===== config.mk =====
export PLATFORM = sky130hd
export DESIGN_NAME = cordic_arbiter_flat
export DESIGN_NICKNAME = d
export VERILOG_FILES = /design/src/rtl/cordic_arbiter_if.sv /design/src/rtl/cordic_arbiter.sv /design/src/flat_wrapper.sv
export SDC_FILE = /design/constraint.sdc
export NUM_CORES = 1
export LEC_CHECK = 0
export BUFFER_PORTS_ARGS = -buffer_cell sky130_fd_sc_hd__buf_4
export CAP_MARGIN = 30
export CELL_PAD_IN_SITES_DETAIL_PLACEMENT = 1
export CELL_PAD_IN_SITES_GLOBAL_PLACEMENT = 2
export CORE_MARGIN = 3
export CORE_UTILIZATION = 32
export DETAILED_ROUTE_END_ITERATION = 8
export PLACE_DENSITY_LB_ADDON = 0.1
export SYNTH_ARGS = -nofsm -noshare
export SYNTH_HDL_FRONTEND = slang
export SYNTH_SLANG_ARGS = --single-unit

===== constraint.sdc =====
create_clock -name CLK_50M -period 2.3 [get_ports CLK_50M]
set_input_delay 0.345 -clock CLK_50M [delete_from_list [all_inputs] [get_ports CLK_50M]]
set_output_delay 0.345 -clock CLK_50M [all_outputs]
set_load 0.01 [all_outputs]

===== src/rtl/cordic_arbiter_if.sv =====
// cordic_arbiter_if: requester handshakes, core issue/return and response bus of the CORDIC arbiter.
interface cordic_arbiter_if #(
    parameter int PHASE_W = 32,
    parameter int DATA_W  = 32
);
    logic               en;
    logic               req0_valid;
    logic               req0_ready;
    logic [PHASE_W-1:0] req0_phase;
    logic               req1_valid;
    logic               req1_ready;
    logic [PHASE_W-1:0] req1_phase;
    logic               cor_valid;
    logic [PHASE_W-1:0] cor_phase;
    logic [DATA_W-1:0]  cor_sin;
    logic [DATA_W-1:0]  cor_cos;
    logic               rsp0_valid;
    logic               rsp1_valid;
    logic [DATA_W-1:0]  rsp_sin;
    logic [DATA_W-1:0]  rsp_cos;
    logic               idle;

    modport slave (
        input  en, req0_valid, req0_phase, req1_valid, req1_phase, cor_sin, cor_cos,
        output req0_ready, req1_ready, cor_valid, cor_phase,
               rsp0_valid, rsp1_valid, rsp_sin, rsp_cos, idle
    );

    modport master (
        output en, req0_valid, req0_phase, req1_valid, req1_phase, cor_sin, cor_cos,
        input  req0_ready, req1_ready, cor_valid, cor_phase,
               rsp0_valid, rsp1_valid, rsp_sin, rsp_cos, idle
    );
endinterface


===== src/rtl/cordic_arbiter.sv =====
// cordic_arbiter: round-robin sharing of one pipelined CORDIC core between two phase requesters,
// with a requester-ID tag pipeline that steers each returning sin/cos result back to its issuer.
module cordic_arbiter #(
    parameter int PHASE_W = 32,
    parameter int DATA_W  = 32,
    parameter int LAT     = 16
) (
    input logic              CLK_50M,
    input logic              RST_N,
    cordic_arbiter_if.slave  bus
);
    logic           pri;
    logic           cor_id;
    logic           grant;
    logic [LAT-1:0] tag_valid;
    logic [LAT-1:0] tag_id;

    always_comb begin
        bus.req0_ready = RST_N && bus.en && bus.req0_valid && (!bus.req1_valid || !pri);
        bus.req1_ready = RST_N && bus.en && bus.req1_valid && (!bus.req0_valid || pri);
    end

    assign grant = bus.req0_ready || bus.req1_ready;

    // The cor_valid/cor_id register is the first tag stage; the LAT-deep shifter follows it,
    // so the last stage lines up with the core result LAT cycles after cor_valid.
    always_ff @(posedge CLK_50M or negedge RST_N) begin
        if (!RST_N) begin
            pri            <= 1'b0;
            bus.cor_valid  <= 1'b0;
            bus.cor_phase  <= '0;
            cor_id         <= 1'b0;
            tag_valid      <= '0;
            tag_id         <= '0;
            bus.rsp0_valid <= 1'b0;
            bus.rsp1_valid <= 1'b0;
            bus.rsp_sin    <= '0;
            bus.rsp_cos    <= '0;
        end else begin
            if (grant) begin
                pri           <= bus.req0_ready;
                bus.cor_phase <= bus.req1_ready ? bus.req1_phase : bus.req0_phase;
            end
            bus.cor_valid  <= grant;
            cor_id         <= bus.req1_ready;
            tag_valid      <= (tag_valid << 1) | LAT'(bus.cor_valid);
            tag_id         <= (tag_id << 1) | LAT'(cor_id);
            bus.rsp0_valid <= tag_valid[LAT-1] && !tag_id[LAT-1];
            bus.rsp1_valid <= tag_valid[LAT-1] && tag_id[LAT-1];
            if (tag_valid[LAT-1]) begin
                bus.rsp_sin <= bus.cor_sin;
                bus.rsp_cos <= bus.cor_cos;
            end
        end
    end

    assign bus.idle = !(|tag_valid) && !bus.cor_valid && !bus.rsp0_valid && !bus.rsp1_valid;
endmodule


===== src/flat_wrapper.sv =====
// flat-port wrapper written by rule: the top's interface ports become plain ports
module cordic_arbiter_flat 
#(
    parameter int PHASE_W = 32,
    parameter int DATA_W  = 32,
    parameter int LAT     = 16
)
  (CLK_50M, RST_N, bus_en, bus_req0_valid, bus_req0_phase, bus_req1_valid, bus_req1_phase, bus_cor_sin, bus_cor_cos, bus_req0_ready, bus_req1_ready, bus_cor_valid, bus_cor_phase, bus_rsp0_valid, bus_rsp1_valid, bus_rsp_sin, bus_rsp_cos, bus_idle);
  cordic_arbiter_if #(.PHASE_W(PHASE_W), .DATA_W(DATA_W)) bus_i ();
  input logic CLK_50M;
  input logic RST_N;
  input wire logic [$bits(bus_i.en)-1:0] bus_en;
  input wire logic [$bits(bus_i.req0_valid)-1:0] bus_req0_valid;
  input wire logic [$bits(bus_i.req0_phase)-1:0] bus_req0_phase;
  input wire logic [$bits(bus_i.req1_valid)-1:0] bus_req1_valid;
  input wire logic [$bits(bus_i.req1_phase)-1:0] bus_req1_phase;
  input wire logic [$bits(bus_i.cor_sin)-1:0] bus_cor_sin;
  input wire logic [$bits(bus_i.cor_cos)-1:0] bus_cor_cos;
  output wire logic [$bits(bus_i.req0_ready)-1:0] bus_req0_ready;
  output wire logic [$bits(bus_i.req1_ready)-1:0] bus_req1_ready;
  output wire logic [$bits(bus_i.cor_valid)-1:0] bus_cor_valid;
  output wire logic [$bits(bus_i.cor_phase)-1:0] bus_cor_phase;
  output wire logic [$bits(bus_i.rsp0_valid)-1:0] bus_rsp0_valid;
  output wire logic [$bits(bus_i.rsp1_valid)-1:0] bus_rsp1_valid;
  output wire logic [$bits(bus_i.rsp_sin)-1:0] bus_rsp_sin;
  output wire logic [$bits(bus_i.rsp_cos)-1:0] bus_rsp_cos;
  output wire logic [$bits(bus_i.idle)-1:0] bus_idle;
  assign bus_i.en = bus_en;
  assign bus_i.req0_valid = bus_req0_valid;
  assign bus_i.req0_phase = bus_req0_phase;
  assign bus_i.req1_valid = bus_req1_valid;
  assign bus_i.req1_phase = bus_req1_phase;
  assign bus_i.cor_sin = bus_cor_sin;
  assign bus_i.cor_cos = bus_cor_cos;
  assign bus_req0_ready = bus_i.req0_ready;
  assign bus_req1_ready = bus_i.req1_ready;
  assign bus_cor_valid = bus_i.cor_valid;
  assign bus_cor_phase = bus_i.cor_phase;
  assign bus_rsp0_valid = bus_i.rsp0_valid;
  assign bus_rsp1_valid = bus_i.rsp1_valid;
  assign bus_rsp_sin = bus_i.rsp_sin;
  assign bus_rsp_cos = bus_i.rsp_cos;
  assign bus_idle = bus_i.idle;
  cordic_arbiter #(.PHASE_W(PHASE_W), .DATA_W(DATA_W), .LAT(LAT)) u_core (.CLK_50M(CLK_50M), .RST_N(RST_N), .bus(bus_i));
endmodule

## Yosys cells after proc, flatten, opt, wreduce, memory -nomap -nowiden

Cells that the tools add are included.

| operators by class | value |
|---|---|
| multiplexer cells | 1 |
| bitwise operators | 2 |
| reduce and logical (&&, ||, !) cells | 22 |

Operator list:

| cell | count |
|---|---|
| two-way mux 32 bit | 1 |
| bitwise OR 16 x 1 -> 16 bit | 2 |
| OR reduction 16 bit | 1 |
| logical AND 1 bit | 10 |
| zero test 1 bit | 8 |
| logical OR 1 bit | 3 |

| word-level totals | value |
|---|---|
| register bits | 133 |
| output and inout port bits | 102 |

## Logic depth before layout (Yosys ltp)

Gate-level depths: netlist of the first run.

| depth | value |
|---|---|
| word-level depth | 5 |
| gate-level depth with buffers | 6 |
| depth with buffers taken out | 3 |

## Worst setup path before layout of the first run

OpenSTA, ideal clock, no wires.

| timing path | value |
|---|---|
| path kind | register to output |
| start point | register u_core.tag_valid[15] |
| end point | output bus_idle |
| data arrival time | 1.316 ns |
| slack | 0.639 ns |
| cell stages (with the launch flop) | 5 |
| cell sequence | dfrtp_1 > clkbuf_1 > nor4_1 > nand4_1 > nor4_1 |

| between the ends | value |
|---|---|
| longest elaborated chain between the ends | 5 |

Ends and longest elaborated chain:

| element | RTL line | source |
|---|---|---|
| start, declared | cordic_arbiter.sv:15 | `logic [LAT-1:0] tag_valid;` |
| start signal, assigned | cordic_arbiter.sv:46 | `tag_valid <= (tag_valid << 1) \| LAT'(bus.cor_valid);` |
| OR reduction 16 bit | cordic_arbiter.sv:57 | `assign bus.idle = !(\|tag_valid) && !bus.cor_valid && !bus.rsp0_valid && !bus.rsp1_valid;` |
| zero test 1 bit | cordic_arbiter.sv:57 |  |
| logical AND 1 bit (3 in a row) | cordic_arbiter.sv:57 |  |
| end, declared | flat_wrapper.sv:27 | `output wire logic [$bits(bus_i.idle)-1:0] bus_idle;` |

Every way passes these cells.

## Worst setup path after layout of the first run

| timing path | value |
|---|---|
| start point | input RST_N |
| end point | output bus_req1_ready |

| between the ends | value |
|---|---|
| longest elaborated chain between the ends | 3 |

Ends and longest elaborated chain:

| element | RTL line | source |
|---|---|---|
| start, declared | flat_wrapper.sv:11 | `input logic RST_N;` |
| logical AND 1 bit (3 in a row) | cordic_arbiter.sv:20 | `bus.req1_ready = RST_N && bus.en && bus.req1_valid && (!bus.req0_valid \|\| pri);` |
| end, declared | flat_wrapper.sv:20 | `output wire logic [$bits(bus_i.req1_ready)-1:0] bus_req1_ready;` |

Every way passes these cells.

==> results of run 1 <==
==> where the power goes <==
group / internal, mW / total, mW / switching, mW / leakage (nW)
combinational: 0.840 / 1.43 / 0.593 / 1.67
sequential: 2.69 / 2.86 / 0.179 / 1.63
clock: 2.04 / 3.05 / 1.01 / 0.322
==> worst max-delay path: stages <==
cell and delay [ns]:
dlygate4sd3_1 0.55, buf_6 0.15, nand3_1 0.11, or2_1 0.24, buf_6 0.20, inv_1 0.10
buf_4 0.12
==> synthesized netlist by cell type, drive strengths merged <==
library cell / count / share of area [%]
a21oi: 1 / 0.099
a311o: 32 / 6.3
a31oi: 1 / 0.12
a41oi: 1 / 0.17
and2: 1 / 0.12
buf: 12 / 1.6
clkbuf: 13 / 0.97
dfrtp: 133 / 66
inv: 1 / 0.074
mux2: 64 / 14
nand3: 2 / 0.20
nand4: 1 / 0.12
nor2b: 34 / 4.2
nor3b: 32 / 4.8
nor4: 5 / 0.62
o211a: 1 / 0.20
or2: 1 / 0.12
==> sequential cells by signal (all words and copies together) (netlist names) <==
signal / flops
u_core.tag_valid: 16
u_core.bus.rsp_cos: 32
u_core.bus.rsp0_valid: 1
u_core.bus.cor_phase: 32
u_core.cor_id: 1
u_core.bus.cor_valid: 1
u_core.pri: 1
u_core.bus.rsp_sin: 32
u_core.bus.rsp1_valid: 1
u_core.tag_id: 16
==> cell usage in the layout (no fill, tap or decap), drive strengths merged, types with 2 or more instances in the layout <==
| cell | Yosys | final |
|---|---|---|
| buf | 12 | 242 |
| dfrtp | 133 | 133 |
| mux2 | 64 | 64 |
| nor2b | 34 | 34 |
| nor3b | 32 | 32 |
| a311o | 32 | 32 |
| clkbuf | 13 | 21 |
| nor4 | 5 | 5 |
| bufinv | 0 | 5 |
| clkinvlp | 0 | 3 |
| nand3 | 2 | 2 |
| dlygate4sd3 | 0 | 2 |
| inv | 1 | 2 |
| clkinv | 0 | 2 |
==> routing by layer <==
metal  routed length, um  track usage [%]
met2                6860             27.0
met1                5940             19.6
met4                 248             6.07
met3                1280             8.12
met5                   0                0
==> timing repair <==
item,CTS,global route
endpoints found under the hold margin,5,0
hold buffers,2,0
setup endpoints to repair,0,1
resized for setup,0,1
==> cell families (layout without fill, tap and decap cells) <==
group                  count (synthesis)  count (layout)
DFF                                  133             133
and+or+nand+nor                       76              76
muxes                                 64              64
AOI/OAI and AO/OA                     36              36
buffers and inverters                 26             277
==> final cells by class <==
| type | instances | area (um2) |
|---|---|---|
| Clock inverter | 11 | 195 |
| Tap cell | 211 | 264 |
| Clock buffer | 21 | 480 |
| Multi-Input combinational cell | 176 | 1590 |
| Inverter | 1 | 3.75 |
| Fill cell | 1570 | 7590 |
| Sequential cell | 133 | 3330 |
| Timing Repair Buffer | 244 | 1870 |
==> how the worst max path moves through the flow <==
stage	cells after the start	to
finish	7	bus_req1_ready
global route	7	bus_req1_ready
CTS	7	bus_req1_ready
detailed placement	6	bus_req1_ready
global placement	6	bus_req1_ready
floorplan	4	bus_idle
==> run metrics, run 1 <==
Initial Util=roughly a third; Mapped Cells=335; overall global routing resource usage=16.8%; worst-margin pin slew=0.852 ns; worst r2r src=u_core.tag_valid[15]; Nets=slightly above 700; first-pass GRT wire length=approximately 23 mm; Yosys Warn Count=0; post-synthesis register bit count=133; layout cells sized above 1=58.2%; Die Span Y=132 um; initial DRC count=between 100 and 150; hpwl dp=10.1 mm; endpoints failing hold=0; CP Launch Type=input port; Clock transition at path regs=0.06 ns; multiplexer area fraction after synthesis=14.3%; antenna-violating nets left=0; setup TNS=0 ns; largest family of logic cells by synthesized area=multiplexers; die area=17300 um2; Peak VDD IR=0.000480 V; PortBufs=234; htree depth=4; post-CTS setup buffer count=0; pre-CTS setup slack=0.579 ns; final design utilization=50.5%; CP Max Fanout=33; Seq/Total Area, Yosys=65.9%; R2R setup slack=0.70 ns; outcome=complete, no violations; leakage power=3.62 nW; Clock Skews=0.00788 ns; final instance area=7730 um2; dpl cells=763; PwrDens=951 nW/um2; clock period minus worst slack=2.19 ns; adder-cell area share of the yosys netlist=0%; worst hold path startpoint=bus_cor_sin[30]; CP Capture Type=primary output; largest net degree at the start of global routing=90; Min-Delay Path Class=input port to flip-flop; core footprint=15300 um2; Final Non-Filler Cells=797; synth unique cells=19; area of placed instances=7030 um2; cts bufs inserted=17; Vias/cell=4.63; Routed WL=14.3 mm; Bufs on Longest Clock Path=2; CTS sink cnt=approximately 130; simple-gate share of the synthesized area=approximately a tenth; Pre-antenna DRT Iters=4; Final period util=95.1%; Net Count, Synth=around 470; antenna violations before repair=0; n_diodes=0; min setup slack post-route=~0.11 ns; Worst R2R End=u_core.bus.rsp_cos[6]; Syn Area/Cell=15.1 um2; crit path launch=RST_N; row count=between 40 and 50; Hold Crit Depth=2; Achievable Freq=0.457 GHz; Mapped Area=5050 um2; Pwr Total=7.35 mW; WL/cell=18.0 um; GPL Wtd Cong=roughly 0.74; number of global-route vias before repair=between 4000 and 5000; Ports=235; clock latency on the worst-skew pair=0.42 ns; total gr overflow=0; CP arrival=1.84 ns; # setup viols final=0; worst rel slew slack=a little over two fifths; vias post-DR=3689; CTS tree=done; hold path endpoint=u_core.bus.rsp_sin[30]; area added between synthesis and finish=53.1%; critical path type=input port to primary output; cells on worst reg2reg path=2; # Max-Cap Violations=0; Synth Area in Compound Gates=6.94%; xor-xnor portion of the synthesized cell area=0%; hold_ws=0.156 ns; clk root buf=clkbuf_16; Die W=132 um; WP data required=1.96 ns; fin. max-slew vios=0; Post-route DRC=0
(Power assumes the default switching activity.)
==> inputs of run 2 (changes only) <==
--- a/config.mk
+++ b/config.mk
@@ -10,7 +10,7 @@
 export CELL_PAD_IN_SITES_DETAIL_PLACEMENT = 1
 export CELL_PAD_IN_SITES_GLOBAL_PLACEMENT = 2
 export CORE_MARGIN = 3
-export CORE_UTILIZATION = 32
+export CORE_UTILIZATION = 29
 export DETAILED_ROUTE_END_ITERATION = 8
 export PLACE_DENSITY_LB_ADDON = 0.1
 export SYNTH_ARGS = -nofsm -noshare
==> constraint.sdc (replaced) <==
create_clock -name CLK_50M -period 2.15 [get_ports CLK_50M]
set_input_delay 0.3225 -clock CLK_50M [delete_from_list [all_inputs] [get_ports CLK_50M]]
set_output_delay 0.3225 -clock CLK_50M [all_outputs]
set_load 0.01 [all_outputs]
==> run 2 against run 1 <==
  * Cell area increased by 0.15%
  * Highest routed layer unchanged
  * Register-to-register slack got worse by 0.14 ns
  * Via count up 1.2%
  * Critical endpoint unchanged
  * Utilization decreased by 4.4 points
  * Clock-buffer cell count decreased by 4
  * First-iteration DRC count fell by 9.6%
  * Clock power hardly changed
  * Wire length fell by 0.61%
  * Sequential share of layout area is 0.063 points lower
  * Combinational power is 8% higher
  * Global-route usage decreased by 2.1 points
  * Worst hold slack got worse by 0.012 ns
==> run metrics, run 2 (synthesis gave the netlist of run 1 again) <==
R2R setup slack=0.56 ns (-0.14 ns); cells on worst reg2reg path=2 (unchanged); Sequential Area=3330 um2 (unchanged); Clock Skews=0.00808 ns (+0.000205 ns); Ports=235 (unchanged); biggest regs=u_core.bus.cor_phase (32), u_core.bus.rsp_cos (32), u_core.bus.rsp_sin (32); commonest non-fill, non-tap cell in the layout=buf_4; Min-Delay Path Class=input port to flip-flop; clk root buf=clkbuf_16; Peak VDD IR=0.000546 V (+14%); Bufs on Longest Clock Path=2 (unchanged); Post-route DRC=0 (unchanged); clock period minus worst slack=2.06 ns; worst rel slew slack=44.2% (+1.1 points); CP Launch Type=input port; overall global routing resource usage=14.7% (-2.1 points); CTS sink cnt=133 (unchanged); Critical Path End=bus_req1_ready; outcome=complete, no violations; Die W=138 um (+4.8%); dpl cells=772 (+1.2%); Routed WL=14.2 mm (-0.61%); cts bufs inserted=17 (unchanged); antenna violations before repair=0 (unchanged); # setup viols final=0 (unchanged); commonest cells after routing, fill and taps aside=241 x buf_4, 132 x dfrtp_1, 64 x mux2_2; first-pass GRT wire length=21.3 mm (-7.0%); Vias/cell=4.61 (-0.46%); Worst R2R End=u_core.bus.rsp_cos[15]; worst r2r src=u_core.tag_valid[15]; CTS tree=done; WL/cell=17.6 um (-2.2%); critical path type=input port to primary output; number of global-route vias before repair=3999 (-2.8%); worst-margin pin slew=0.836 ns (-0.0159 ns); CP arrival=1.74 ns (-0.10 ns); hpwl dp=10.0 mm (-1.4%); hold_ws=0.144 ns (-0.0117 ns); antenna-violating nets left=0 (unchanged); Initial Util=30.0% (-2.9 points); Nets=710 (+0.57%); core footprint=16800 um2 (+9.8%); PwrDens=990 nW/um2 (+4.1%); PortBufs=234 (unchanged); total gr overflow=0 (unchanged); Pre-antenna DRT Iters=4 (unchanged); setup TNS=0 ns (unchanged); Clock transition at path regs=0.06 ns (about the same); initial DRC count=103 (-9.6%); Final period util=95.9%; Achievable Freq=0.485 GHz; unrepaired setup endpoints after global routing=true; Final Non-Filler Cells=810 (+1.6%); CP Max Fanout=13 (-61%); vias post-DR=3732 (+1.2%); area added between synthesis and finish=53.3%; die area=19000 um2 (+9.9%); # Max-Cap Violations=0 (unchanged); CP Capture Type=primary output; leakage power=3.62 nW (about the same); layout cells sized above 1=58.8% (+0.62 points); clock latency on the worst-skew pair=0.41 ns (about the same); fin. max-slew vios=0 (unchanged); endpoints failing hold=0 (unchanged); row count=47 (+4.4%); largest net degree at the start of global routing=106 (+18%); crit path launch=RST_N; Die Span Y=138 um (+4.8%); GPL Wtd Cong=0.721 (-2.2%); Multi-input gate area=1600 um2 (+0.79%); n_diodes=0 (unchanged); WP data required=1.83 ns (-0.13 ns); htree depth=4 (unchanged); Fillers=1776 (+13%)
## run 2: cell types whose count changed in the layout (fill, tap and decap cells not counted), moves of 2 or more
cell      previous run  this run
clkbuf_8             4         0
buf_4              238       241
clkinv_2             1         3
nor4_1               5         3
nor4_2               0         2
## run 2: where the power goes
part	leakage [nW]	total, mW	internal (mW)	switching [mW]
sequential	1.63	3.06	2.87	0.187
combinational	1.69	1.54	0.906	0.638
clock	0.302	3.06	1.95	1.11
total	3.62	7.66	5.73	1.93
## run 2: stage by stage
stage | setup WS, ns | utilization [%] | area, um2 | total power, mW
detailed placement | 0.557 | 41.9 | 7040 | 4.67
global placement | 0.553 | 41.9 | 7040 | 4.62
CTS | 0.0140 | 45.7 | 7690 | 7.79
finish | 0.0873 | 46.0 | 7740 | 7.66
global route | -0.00947 | 46.0 | 7740 | 8.09
floorplan | 0.511 | - | 5050 | 3.73
## run 2: worst min-delay path by stage
stage,slack [ns],to,cells past startpoint,from
6_report,0.14,u_core.bus.rsp_sin[6],2,bus_cor_sin[6]
5_1_grt,0.12,u_core.bus.rsp_sin[29],2,bus_cor_sin[29]
4_1_cts,0.12,u_core.bus.rsp_sin[26],2,bus_cor_sin[26]
3_5_place_dp,0.13,u_core.bus.rsp_sin[14],1,RST_N
3_3_place_gp,0.14,u_core.bus.rsp_sin[23],1,RST_N
2_1_floorplan,0.03,u_core.bus.cor_phase[0],0,RST_N
## run 2: area by class of cell
class | instances | area share [%]
clock inverter | 15 | 2.63
multi-input combinational | 176 | 20.7
sequential | 133 | 43.0
timing repair buffer | 248 | 24.6
tap | 220 | 3.56
inverter | 1 | 0.0485
clock buffer | 17 | 5.50
## run 2: routing by layer
| metal | GRT usage (%) | vias up | part of all wire, % |
|---|---|---|---|
| li1 | - | 1703 | - |
| met1 | 16.5 | 1853 | 38 |
| met2 | 24.4 | 157 | 49 |
| met3 | 7.08 | 19 | 11 |
| met4 | 5.76 | 0 | 1.8 |
| met5 | 0 | - | 0 |
## run 2: worst max-delay path, stage by stage
cell	delay (ns)
dlygate4sd3_1	0.56
buf_6	0.15
nand3_1	0.09
or2_1	0.25
buf_6	0.16
inv_1	0.08
buf_4	0.12
## run 2: timing repair
action | in CTS | in global routing
hold buffers | 2 | 0
gates resized for setup | 0 | 4
setup endpoints to repair | 0 | 3
hold endpoints to repair | 6 | 0
buffers inserted | 0 | 4
==> inputs of run 3 (changes only) <==
--- a/config.mk
+++ b/config.mk
@@ -12,7 +12,7 @@
 export CORE_MARGIN = 3
 export CORE_UTILIZATION = 29
 export DETAILED_ROUTE_END_ITERATION = 8
-export PLACE_DENSITY_LB_ADDON = 0.1
+export PLACE_DENSITY_LB_ADDON = 0.2
 export SYNTH_ARGS = -nofsm -noshare
 export SYNTH_HDL_FRONTEND = slang
 export SYNTH_SLANG_ARGS = --single-unit
==> run 3 against run 2 <==
  * The run now ends with negative hold slack left
  * Combinational power about the same
  * Cell area is 1.1% lower
  * Clock power shrank 6%
  * Non-clock buffer count fell by 5
  * Sequential share of layout area rose by 0.46 points
  * Flip-flop and latch count unchanged
  * Global-route usage increased by 0.22 points
  * Worst hold slack got worse by 0.15 ns
  * Critical endpoint unchanged
  * Largest power group unchanged
==> run metrics, run 3 (synthesis gave the netlist of run 1 again) <==
post-CTS setup buffer count=0 (unchanged); GPL Wtd Cong=0.728 (+0.96%); # Max-Cap Violations=0 (unchanged); clock latency on the worst-skew pair=0.42 ns (about the same); die area=19000 um2 (unchanged); largest net degree at the start of global routing=111 (+4.7%); antenna-violating nets left=0 (unchanged); # setup viols final=0 (unchanged); CP Launch Type=flip-flop; commonest cells after routing, fill and taps aside=238 x buf_4, 132 x dfrtp_1, 64 x mux2_2; CTS sink cnt=133 (unchanged); CP Max Fanout=33 (+20); Clock Skews=0.0126 ns (+0.00452 ns); clock period minus worst slack=2.05 ns (-0.0161 ns); switching power total=1.95 mW (+0.70%); Ports=235 (unchanged); n_diodes=0 (unchanged); core footprint=16800 um2 (unchanged); final instance area=7660 um2 (-1.1%); overall global routing resource usage=15.0% (+0.22 points); PortBufs=234 (unchanged); Vias/cell=4.60 (-0.24%); vias post-DR=3700 (-0.86%); htree depth=4 (unchanged); Bufs on Longest Clock Path=2 (unchanged); combinational share of power=20.6% (+0.4 points); Min-Delay Path Class=input port to asynchronous set/reset pin; row count=47 (unchanged); final design utilization=45.5% (-0.48 points); layout cells sized above 1=58.5% (-0.35 points); worst r2r src=u_core.tag_valid[15]; WP data required=1.83 ns (about the same); Pre-antenna DRT Iters=4 (unchanged); initial DRC count=95 (-7.8%); leakage power=3.58 nW (-1.1%); critical path type=flip-flop to primary output; outcome=complete, but fails checks; hpwl dp=10.2 mm (+2.4%); area of placed instances=7030 um2 (-0.11%); cells on worst reg2reg path=2 (unchanged); R2R setup slack=0.56 ns (about the same); CP arrival=1.72 ns (-0.02 ns); number of global-route vias before repair=4016 (+0.43%); sw frac=26.1% (+0.84 points); antenna violations before repair=0 (unchanged); dpl cells=771 (-0.13%); Initial Util=30.0% (unchanged); Clock transition at path regs=0.06 ns (about the same); worst-margin pin slew=0.845 ns (+0.00906 ns); WL/cell=17.9 um (+1.7%); commonest non-fill, non-tap cell in the layout=buf_4; P_int=5.52 mW (-3.6%); Clock Power Share=38.5% (-1.4 points); Seq pwr share=41.0% (+1.1 points); Die Span Y=138 um (unchanged); Nets=705 (-0.70%); Die W=138 um (unchanged); setup TNS=0 ns (unchanged); worst rel slew slack=43.6% (-0.60 points); biggest regs=u_core.bus.cor_phase (32), u_core.bus.rsp_cos (32), u_core.bus.rsp_sin (32); endpoints failing hold=1 (+1); area added between synthesis and finish=51.7%; Final Non-Filler Cells=805 (-0.62%); first-pass GRT wire length=21.6 mm (+1.6%); violated checks=negative hold slack; Worst R2R End=u_core.bus.rsp_cos[8]; Routed WL=14.4 mm (+1.1%); CTS tree=done; CP Capture Type=primary output; Pwr Total=7.47 mW (-2.5%); unrepaired setup endpoints after global routing=false; PwrDens=975 nW/um2 (-1.5%); Peak VDD IR=0.000541 V (-0.98%); Final period util=95.2% (-0.75 points); hold_ws=-0.00260 ns (-0.147 ns); total gr overflow=0 (unchanged); Achievable Freq=0.489 GHz (+0.79%); clk root buf=clkbuf_16; fin. max-slew vios=0 (unchanged); Post-route DRC=0 (unchanged); cts bufs inserted=17 (unchanged)
-- run 3: repair_timing --
action | in CTS | in global routing
setup endpoints to repair | 0 | 1
resized for setup | 0 | 1
hold buffers | 2 | 0
hold endpoints to repair | 23 | 0
-- run 3: how the worst max path moves through the flow --
stage	end	cells after the start	slack (ns)	start
floorplan	bus_idle	4	0.51	u_core.tag_valid[15]
global placement	bus_req1_ready	6	0.51	bus_req0_valid
detailed placement	bus_req1_ready	6	0.50	bus_req0_valid
CTS	bus_idle	4	0.05	u_core.tag_valid[9]
global route	bus_req1_ready	5	0.002	u_core.pri
finish	bus_req1_ready	5	0.10	u_core.pri
-- run 3: layer usage --
| layer | wire length, um | GRT usage (%) | up-vias |
|---|---|---|---|
| met1 | 5590 | 16.9 | 1829 |
| li1 | - | - | 1693 |
| met5 | 0 | 0 | - |
| met4 | 163 | 4.94 | 0 |
| met2 | 6820 | 24.6 | 163 |
| met3 | 1820 | 7.69 | 15 |
-- run 3: power by group through the flow --
stage	combinational, mW	clock, mW	sequential [mW]
final	1.54	2.87	3.06
after floorplan	0.484	0	3.24
after global placement	1.54	0	3.09
after CTS	1.57	2.98	3.06
after global routing	1.67	3.10	3.11
after detailed placement	1.57	0	3.11
-- run 3: metrics by stage --
stage / worst slack (ns) / hold slack (ns)
floorplan: 0.511 / 0.0269
global placement: 0.507 / 0.334
detailed placement: 0.496 / 0.337
CTS: 0.0545 / 0.0480
global route: 0.00155 / 0.0629
finish: 0.103 / -0.00260
-- run 3: cell type report --
type / count / area [um2]
clock buffer: 18 / 439
clock inverter: 14 / 150
fill: 1731 / 9160
inverter: 1 / 3.75
multi-input combinational: 176 / 1590
sequential: 133 / 3330
tap: 220 / 275
timing repair buffer: 243 / 1870
-- run 3: worst max-delay path, stage by stage, from the launching register on --
cell	delay [ns]
dfrtp_1	0.42
nor2b_2	0.15
or2_1	0.11
buf_4	0.35
inv_1	0.11
buf_4	0.16
